===== src/rtl/spi_ip_slave_engine_if.sv =====
// Word-level handshake between the SPI slave shift engine and the register/FIFO layer.
// The engine uses the slave modport; the register/FIFO layer uses the master modport.
interface spi_ip_slave_engine_if #(
  parameter int unsigned DATA_WIDTH = 8
);
  logic [DATA_WIDTH-1:0] se_tx_data_i;
  logic                  se_tx_valid_i;
  logic                  se_tx_ready_o;
  logic [DATA_WIDTH-1:0] se_rx_data_o;
  logic                  se_rx_valid_o;
  logic                  se_tx_underrun_o;

  modport master (
    output se_tx_data_i, se_tx_valid_i,
    input  se_tx_ready_o, se_rx_data_o, se_rx_valid_o, se_tx_underrun_o
  );

  modport slave (
    input  se_tx_data_i, se_tx_valid_i,
    output se_tx_ready_o, se_rx_data_o, se_rx_valid_o, se_tx_underrun_o
  );
endinterface


===== src/rtl/spi_ip_slave_engine.sv =====
// SPI slave shift engine: oversamples SCK/SS_n/MOSI on the system clock and handles all CPOL/CPHA modes.
// Received words leave as one-cycle pulses; transmit words enter through a one-entry holding register.
module spi_ip_slave_engine #(
  parameter int unsigned DATA_WIDTH = 8,
  parameter logic        IDLE_FILL  = 1'b1
) (
  input  logic                 se_clk_i,
  input  logic                 se_rst_i,
  input  logic                 se_sck_pol_i,
  input  logic                 se_sck_pha_i,
  input  logic                 se_sck_i,
  input  logic                 se_ss_n_i,
  input  logic                 se_mosi_i,
  output logic                 se_miso_o,
  output logic                 se_miso_oe_o,
  output logic                 se_busy_o,
  spi_ip_slave_engine_if.slave bus
);

  localparam int unsigned CNT_W = $clog2(DATA_WIDTH);
  localparam logic [CNT_W-1:0] LAST_BIT = CNT_W'(DATA_WIDTH - 1);

  typedef enum logic {
    ST_IDLE,
    ST_ACTIVE
  } state_e;

  state_e                state_q, state_d;
  logic                  sck_s1_q, sck_s2_q, sck_prev_q;
  logic                  ss_s1_q, ss_s2_q;
  logic                  mosi_s1_q, mosi_s2_q;
  logic                  cpol_q, cpol_d;
  logic                  cpha_q, cpha_d;
  logic [CNT_W-1:0]      cnt_q, cnt_d;
  logic [DATA_WIDTH-1:0] rx_shift_q, rx_shift_d;
  logic [DATA_WIDTH-1:0] tx_shift_q, tx_shift_d;
  logic [DATA_WIDTH-1:0] rx_data_q, rx_data_d;
  logic                  rx_valid_q, rx_valid_d;
  logic                  underrun_q, underrun_d;
  logic [DATA_WIDTH-1:0] hold_q, hold_d;
  logic                  hold_full_q, hold_full_d;

  logic sck_edge, lead_edge, trail_edge, sample_edge, launch_edge;
  logic tx_write, take;

  assign sck_edge    = sck_s2_q ^ sck_prev_q;
  assign lead_edge   = sck_edge && (sck_s2_q != cpol_q);
  assign trail_edge  = sck_edge && (sck_s2_q == cpol_q);
  assign sample_edge = cpha_q ? trail_edge : lead_edge;
  assign launch_edge = cpha_q ? lead_edge : trail_edge;
  assign tx_write    = bus.se_tx_valid_i && !hold_full_q;

  always_comb begin
    state_d     = state_q;
    cpol_d      = cpol_q;
    cpha_d      = cpha_q;
    cnt_d       = cnt_q;
    rx_shift_d  = rx_shift_q;
    tx_shift_d  = tx_shift_q;
    rx_data_d   = rx_data_q;
    rx_valid_d  = 1'b0;
    underrun_d  = 1'b0;
    hold_d      = hold_q;
    take        = 1'b0;

    case (state_q)
      ST_IDLE: begin
        if (!ss_s2_q) begin
          state_d = ST_ACTIVE;
          cpol_d  = se_sck_pol_i;
          cpha_d  = se_sck_pha_i;
          cnt_d   = '0;
          // CPHA=0 launches bit 0 before any clock edge, so word 0 is taken on entry
          take    = !se_sck_pha_i;
        end
      end
      ST_ACTIVE: begin
        if (ss_s2_q) begin
          state_d    = ST_IDLE;
          cnt_d      = '0;
          rx_shift_d = '0;
          tx_shift_d = '0;
        end else begin
          if (sample_edge) begin
            rx_shift_d = {rx_shift_q[DATA_WIDTH-2:0], mosi_s2_q};
            if (cnt_q == LAST_BIT) begin
              cnt_d      = '0;
              rx_data_d  = rx_shift_d;
              rx_valid_d = 1'b1;
            end else begin
              cnt_d = cnt_q + CNT_W'(1);
            end
          end
          // A launch with the counter at zero is the launch of bit 0 of a new word
          if (launch_edge) begin
            if (cnt_q == '0) begin
              take = 1'b1;
            end else begin
              tx_shift_d = {tx_shift_q[DATA_WIDTH-2:0], 1'b0};
            end
          end
        end
      end
    endcase

    if (take) begin
      tx_shift_d = hold_full_q ? hold_q : {DATA_WIDTH{IDLE_FILL}};
      underrun_d = !hold_full_q;
    end

    // A write landing with an empty-holding take is kept for the following take
    hold_full_d = (hold_full_q && !take) || tx_write;
    if (tx_write) begin
      hold_d = bus.se_tx_data_i;
    end
  end

  always_ff @(posedge se_clk_i) begin
    if (se_rst_i) begin
      sck_s1_q    <= 1'b0;
      sck_s2_q    <= 1'b0;
      sck_prev_q  <= 1'b0;
      ss_s1_q     <= 1'b1;
      ss_s2_q     <= 1'b1;
      mosi_s1_q   <= 1'b0;
      mosi_s2_q   <= 1'b0;
      state_q     <= ST_IDLE;
      cpol_q      <= 1'b0;
      cpha_q      <= 1'b0;
      cnt_q       <= '0;
      rx_shift_q  <= '0;
      tx_shift_q  <= '0;
      rx_data_q   <= '0;
      rx_valid_q  <= 1'b0;
      underrun_q  <= 1'b0;
      hold_q      <= '0;
      hold_full_q <= 1'b0;
    end else begin
      sck_s1_q    <= se_sck_i;
      sck_s2_q    <= sck_s1_q;
      sck_prev_q  <= sck_s2_q;
      ss_s1_q     <= se_ss_n_i;
      ss_s2_q     <= ss_s1_q;
      mosi_s1_q   <= se_mosi_i;
      mosi_s2_q   <= mosi_s1_q;
      state_q     <= state_d;
      cpol_q      <= cpol_d;
      cpha_q      <= cpha_d;
      cnt_q       <= cnt_d;
      rx_shift_q  <= rx_shift_d;
      tx_shift_q  <= tx_shift_d;
      rx_data_q   <= rx_data_d;
      rx_valid_q  <= rx_valid_d;
      underrun_q  <= underrun_d;
      hold_q      <= hold_d;
      hold_full_q <= hold_full_d;
    end
  end

  assign se_miso_o            = tx_shift_q[DATA_WIDTH-1];
  assign se_miso_oe_o         = (state_q == ST_ACTIVE);
  assign se_busy_o            = (state_q == ST_ACTIVE);
  assign bus.se_tx_ready_o    = !hold_full_q;
  assign bus.se_rx_data_o     = rx_data_q;
  assign bus.se_rx_valid_o    = rx_valid_q;
  assign bus.se_tx_underrun_o = underrun_q;

endmodule

===== src/flat_wrapper.sv =====
// flat-port wrapper written by rule: the top's interface ports become plain ports
module spi_ip_slave_engine_flat 
#(
  parameter int unsigned DATA_WIDTH = 8,
  parameter logic        IDLE_FILL  = 1'b1
)
  (se_clk_i, se_rst_i, se_sck_pol_i, se_sck_pha_i, se_sck_i, se_ss_n_i, se_mosi_i, se_miso_o, se_miso_oe_o, se_busy_o, bus_se_tx_data_i, bus_se_tx_valid_i, bus_se_tx_ready_o, bus_se_rx_data_o, bus_se_rx_valid_o, bus_se_tx_underrun_o);
  spi_ip_slave_engine_if #(.DATA_WIDTH(DATA_WIDTH)) bus_i ();
  input  logic se_clk_i;
  input  logic se_rst_i;
  input  logic se_sck_pol_i;
  input  logic se_sck_pha_i;
  input  logic se_sck_i;
  input  logic se_ss_n_i;
  input  logic se_mosi_i;
  output logic se_miso_o;
  output logic se_miso_oe_o;
  output logic se_busy_o;
  input wire logic [$bits(bus_i.se_tx_data_i)-1:0] bus_se_tx_data_i;
  input wire logic [$bits(bus_i.se_tx_valid_i)-1:0] bus_se_tx_valid_i;
  output wire logic [$bits(bus_i.se_tx_ready_o)-1:0] bus_se_tx_ready_o;
  output wire logic [$bits(bus_i.se_rx_data_o)-1:0] bus_se_rx_data_o;
  output wire logic [$bits(bus_i.se_rx_valid_o)-1:0] bus_se_rx_valid_o;
  output wire logic [$bits(bus_i.se_tx_underrun_o)-1:0] bus_se_tx_underrun_o;
  assign bus_i.se_tx_data_i = bus_se_tx_data_i;
  assign bus_i.se_tx_valid_i = bus_se_tx_valid_i;
  assign bus_se_tx_ready_o = bus_i.se_tx_ready_o;
  assign bus_se_rx_data_o = bus_i.se_rx_data_o;
  assign bus_se_rx_valid_o = bus_i.se_rx_valid_o;
  assign bus_se_tx_underrun_o = bus_i.se_tx_underrun_o;
  spi_ip_slave_engine #(.DATA_WIDTH(DATA_WIDTH), .IDLE_FILL(IDLE_FILL)) u_core (.se_clk_i(se_clk_i), .se_rst_i(se_rst_i), .se_sck_pol_i(se_sck_pol_i), .se_sck_pha_i(se_sck_pha_i), .se_sck_i(se_sck_i), .se_ss_n_i(se_ss_n_i), .se_mosi_i(se_mosi_i), .se_miso_o(se_miso_o), .se_miso_oe_o(se_miso_oe_o), .se_busy_o(se_busy_o), .bus(bus_i));
endmodule

===== config.mk =====
export PLATFORM = sky130hd
export DESIGN_NAME = spi_ip_slave_engine_flat
export DESIGN_NICKNAME = d
export VERILOG_FILES = /design/src/rtl/spi_ip_slave_engine_if.sv /design/src/rtl/spi_ip_slave_engine.sv /design/src/flat_wrapper.sv
export SDC_FILE = /design/constraint.sdc
export NUM_CORES = 1
export LEC_CHECK = 0
export ABC_AREA = 1
export CORE_MARGIN = 1.5
export CORE_UTILIZATION = 55
export CTS_BUF_LIST = sky130_fd_sc_hd__clkbuf_16
export DETAILED_ROUTE_END_ITERATION = 10
export PLACE_DENSITY_LB_ADDON = 0.08
export RECOVER_POWER = 100
export SLEW_MARGIN = 20
export SYNTH_ARGS = -nofsm -noshare
export SYNTH_HDL_FRONTEND = slang
export SYNTH_SLANG_ARGS = --single-unit

===== constraint.sdc =====
create_clock -name se_clk_i -period 2.35 [get_ports se_clk_i]
set_clock_uncertainty 0.15 [all_clocks]
set_input_delay 0.5875 -clock se_clk_i [delete_from_list [all_inputs] [get_ports se_clk_i]]
set_output_delay 0.5875 -clock se_clk_i [all_outputs]
set_load 0.005 [all_outputs]

==> impl.org <==
** Status
- Result of the run :: completed

** STA
- Relative slew slack :: 0.655
- Count of pins over their slew limit :: 0
- Total Neg Setup Slack :: 0 ns
- For this run, the top clock speed supported by timing is 0.487 GHz.
- Slew at the pin with the worst max-slew slack :: 0.516 ns
- Finish-stage setup viols :: 0
- Shortest period the worst path allows :: 2.06 ns
- Setup repair after global routing left no endpoint under its margin.
- Fraction of the cycle the final worst path needs :: 0.874
- The number of failing hold endpoints at the final stage came to 0.
- Worst setup margin :: 0.295 ns

** Logic synthesis
- The most used flip-flop cell after synthesis is sky130_fd_sc_hd__dfxtp_1.
- Proportion of synthesized chip area in sequential cells :: 0.461
- Share of synthesized cell area in and, or, nand and nor gates :: 0.311
- Synthesis produced a netlist whose cell count is 287.
- Post-Synthesis Net Count :: 306
- Post-synthesis cell area :: 2040 sq um
- By area the synthesized netlist is led by sky130_fd_sc_hd__dfxtp_1, sky130_fd_sc_hd__nor2_1, sky130_fd_sc_hd__nand2_1.
- Of the total synthesized cell area, the portion taken by full adders, half adders and majority gates is 0.0184.
- Synth top area share :: 0.461
- Largest family of logic cells by synthesized area :: simple AND/OR/NAND/NOR gates
- Portion of netlist area occupied by mux cells :: 0
- After synthesis, the netlist uses 24 different library cells.
- Syn. warnings :: 0
- The share of the synthesized area in compound gates (AO/OA/AOI/OAI) was 0.107.
- Xor and xnor fraction of the mapped netlist area :: 0
- The commonest cells after synthesis are sky130_fd_sc_hd__nor2_1, sky130_fd_sc_hd__nand2_1, sky130_fd_sc_hd__dfxtp_1.
- Cell taking the most area after synthesis :: sky130_fd_sc_hd__dfxtp_1
- The most common cell in the synthesized netlist is sky130_fd_sc_hd__nor2_1.
- Number of synthesized flops with an enable pin :: 0
- Mapped Avg Cell Area :: 7.11 sq um
- After synthesis the netlist holds a flip-flop and latch count of 47.
- Async set or reset register ratio after synthesis :: 0

** Die
- Die height :: 63.9 microns
- For this configuration, the core starts out at a cell density of 0.593.
- Measured along the x axis, the die boundary spans 63.9 microns.
- After floorplanning, the core was divided into 21 placement rows.
- 30 I/O pins were placed.
- Die area :: 4080 sq um
- Core area :: 3440 sq um

** Pwr
- Clock group share of total power :: 0.479
- Int Power :: 0.00150 W
- Of the total power, combinational logic draws 0.073.
- Of the total power, the share spent switching nets is 0.203.
- Net load switching power :: 0.000382 W
- Across the VDD grid, the largest voltage drop is 0.516 mV.
- Power density normalized to cell area :: 744 nW/um^2
- Pleak :: 1.13 nW
- Sequential power share :: 0.448

** Critical path
- Data arrival time of the critical path :: 1.32 ns
- In this design, the stage delay of the slowest critical-path cell is 0.58 ns.
- Top Family by Delay on Critical Path :: buffers and inverters
- STA puts the critical path data required time at 1.61 ns.
- Along the worst path, the maximum fanout reaches 3.
- The largest individual stage delay along the critical path comes from the cell sky130_fd_sc_hd__dlygate4sd3_1.
- Crit path cell chain :: clkinv_1 -> dlygate4sd3_1
- The worst setup path is of the reg -> out kind.
- Crit path launch type :: flop
- STA classifies the critical path endpoint as an output pin.
- Number of buffers and inverters on the critical path :: 2

** Global route
- The first global-routing pass estimated 6.90 mm of wire.
- Overflow after GRT :: 0
- The initial antenna violation count is 0.
- The number of global-route vias before repair was 1640.
- Overall track demand over capacity in global routing :: 0.216
- Entering global routing, the biggest net connects 32 pins.

** Route
- Met3 wire len :: 121 microns
- Number of nets still failing antenna checks after routing :: 0
- In this run, the number of DRC markers left after iteration 0 of detailed routing was 141.
- DRC :: 0
- Met2 WL post-DR :: 1.92 mm
- Number of vias per cell :: 4.95
- The highest layer touched by signal routing is met4.
- DR vias :: 1802
- For this block, wires on met1 add up to 1.83 mm.
- After detailed routing, the average wire length per cell comes to 10.9 microns.
- Final routed wirelength across all metal layers :: 3.96 mm
- 1st-pass router iterations :: 4

** Placement
- Port bufs :: 29
- Routability-driven placement finished with a final weighted congestion of 0.845.
- HPWL Detailed :: 2.71 mm
- Worst slack at placement :: 0.323 ns

** Cells and area
- For this run, the post-layout net count is 336.
- In the final layout, the share of cells above drive strength 1 is 0.0755.
- The area growth from synthesis to layout is 23.7%.
- Fill cells :: 271
- Inserted Diodes :: 0

** Clock network
- Clk sink count :: 47
- Number of buffers added by the clock tree synthesis step :: 5
- Clock slew at reported path FFs :: 0.06 ns
- CTS Buffer Depth :: 2
- Cts repair resizes :: 0
- The number of setup buffers added after CTS is 0.
- Buffers inserted to repair hold after CTS numbered 0.
- The H-tree was split into 2 levels.
- Clock latency on the worst-skew pair, taken at its later pin, is 0.28 ns.
- Clock tree from TritonCTS :: built
- CTS Root Cell :: sky130_fd_sc_hd__clkbuf_16

** Min path
- Type of the worst min-delay path :: reg -> reg

** Job
- Number of violations of the max-capacitance limit :: 0
## worst min-delay path: stages, from the launching register on
cell                      delay, ns
sky130_fd_sc_hd__dfxtp_1       0.30
sky130_fd_sc_hd__inv_1         0.04
sky130_fd_sc_hd__nor2_1        0.03
## final timing paths
check / endpoint / startpoint / cells after the start / slack, ns
hold reg to reg: u_core.sck_s2_q / u_core.sck_s1_q / 2 / 0.25
setup / recovery: bus_se_tx_ready_o / u_core.hold_full_q / 2 / 0.29
setup reg to reg: u_core.tx_shift_q[0] / u_core.ss_s2_q / 6 / 0.54
hold / removal: u_core.sck_s2_q / u_core.sck_s1_q / 2 / 0.25
## final cells by class
class                      instances  area, sq um  area share
clock buffer                       5          125      0.0496
timing repair buffer              34          324       0.128
tap                               46         57.6      0.0228
sequential                        47          941       0.373
multi-input combinational        194          878       0.348
clock inverter                     3         67.6      0.0268
inverter                          35          131      0.0520
## cell usage in the layout (no fill, tap or decap), types with 5 or more instances in the layout
cell,synthesis,final
sky130_fd_sc_hd__nand2_1,53,55
sky130_fd_sc_hd__a21oi_1,12,12
sky130_fd_sc_hd__inv_1,30,31
sky130_fd_sc_hd__clkbuf_16,0,5
sky130_fd_sc_hd__o21ai_1,8,7
sky130_fd_sc_hd__dlygate4sd3_1,0,15
sky130_fd_sc_hd__clkdlybuf4s50_1,0,14
sky130_fd_sc_hd__nor2_1,70,71
sky130_fd_sc_hd__nand3_1,15,15
sky130_fd_sc_hd__dfxtp_1,47,47
sky130_fd_sc_hd__o21ai_0,10,12
## power groups by stage
stage          combinational [W]  clock, W  sequential [W]
4_1_cts                 0.000141  0.000910        0.000842
3_3_place_gp            0.000138         0        0.000859
6_report                0.000137  0.000899        0.000842
2_1_floorplan          0.0000894         0        0.000856
5_1_grt                 0.000157  0.000954        0.000845
3_5_place_dp            0.000140         0        0.000860
## per-stage QoR
step	instances	power (W)	hold slack [ns]	util	instance area (sq um)
2_1_floorplan	287	0.000945	0.238	-	2040
3_3_place_gp	356	0.000997	0.241	0.682	2350
3_5_place_dp	356	0.00100	0.244	0.682	2350
4_1_cts	364	0.00189	0.253	0.738	2540
5_1_grt	364	0.00196	0.275	0.734	2520
6_report	364	0.00188	0.252	0.734	2520
## registers in the layout, indices dropped and copies added, names as in the netlist, 3 cells and up
signal / flops
u_core.tx_shift_q: 8
u_core.hold_q: 8
u_core.bus.se_rx_data_o: 8
u_core.rx_shift_q: 7
u_core.cnt_q: 3
## logic make-up after synthesis
group / after synthesis
DFF: 47
buffers and inverters: 46
adders and majority gates: 3
AOI/OAI and AO/OA: 39
and+or+nand+nor: 152
## layer usage
| metal | vias up | GRT usage |
|---|---|---|
| li1 | 964 | - |
| met1 | 799 | 0.253 |
| met2 | 32 | 0.362 |
| met3 | 7 | 0.0616 |
| met4 | 0 | 0.101 |
| met5 | - | 0 |
(Power assumes the default switching activity.)
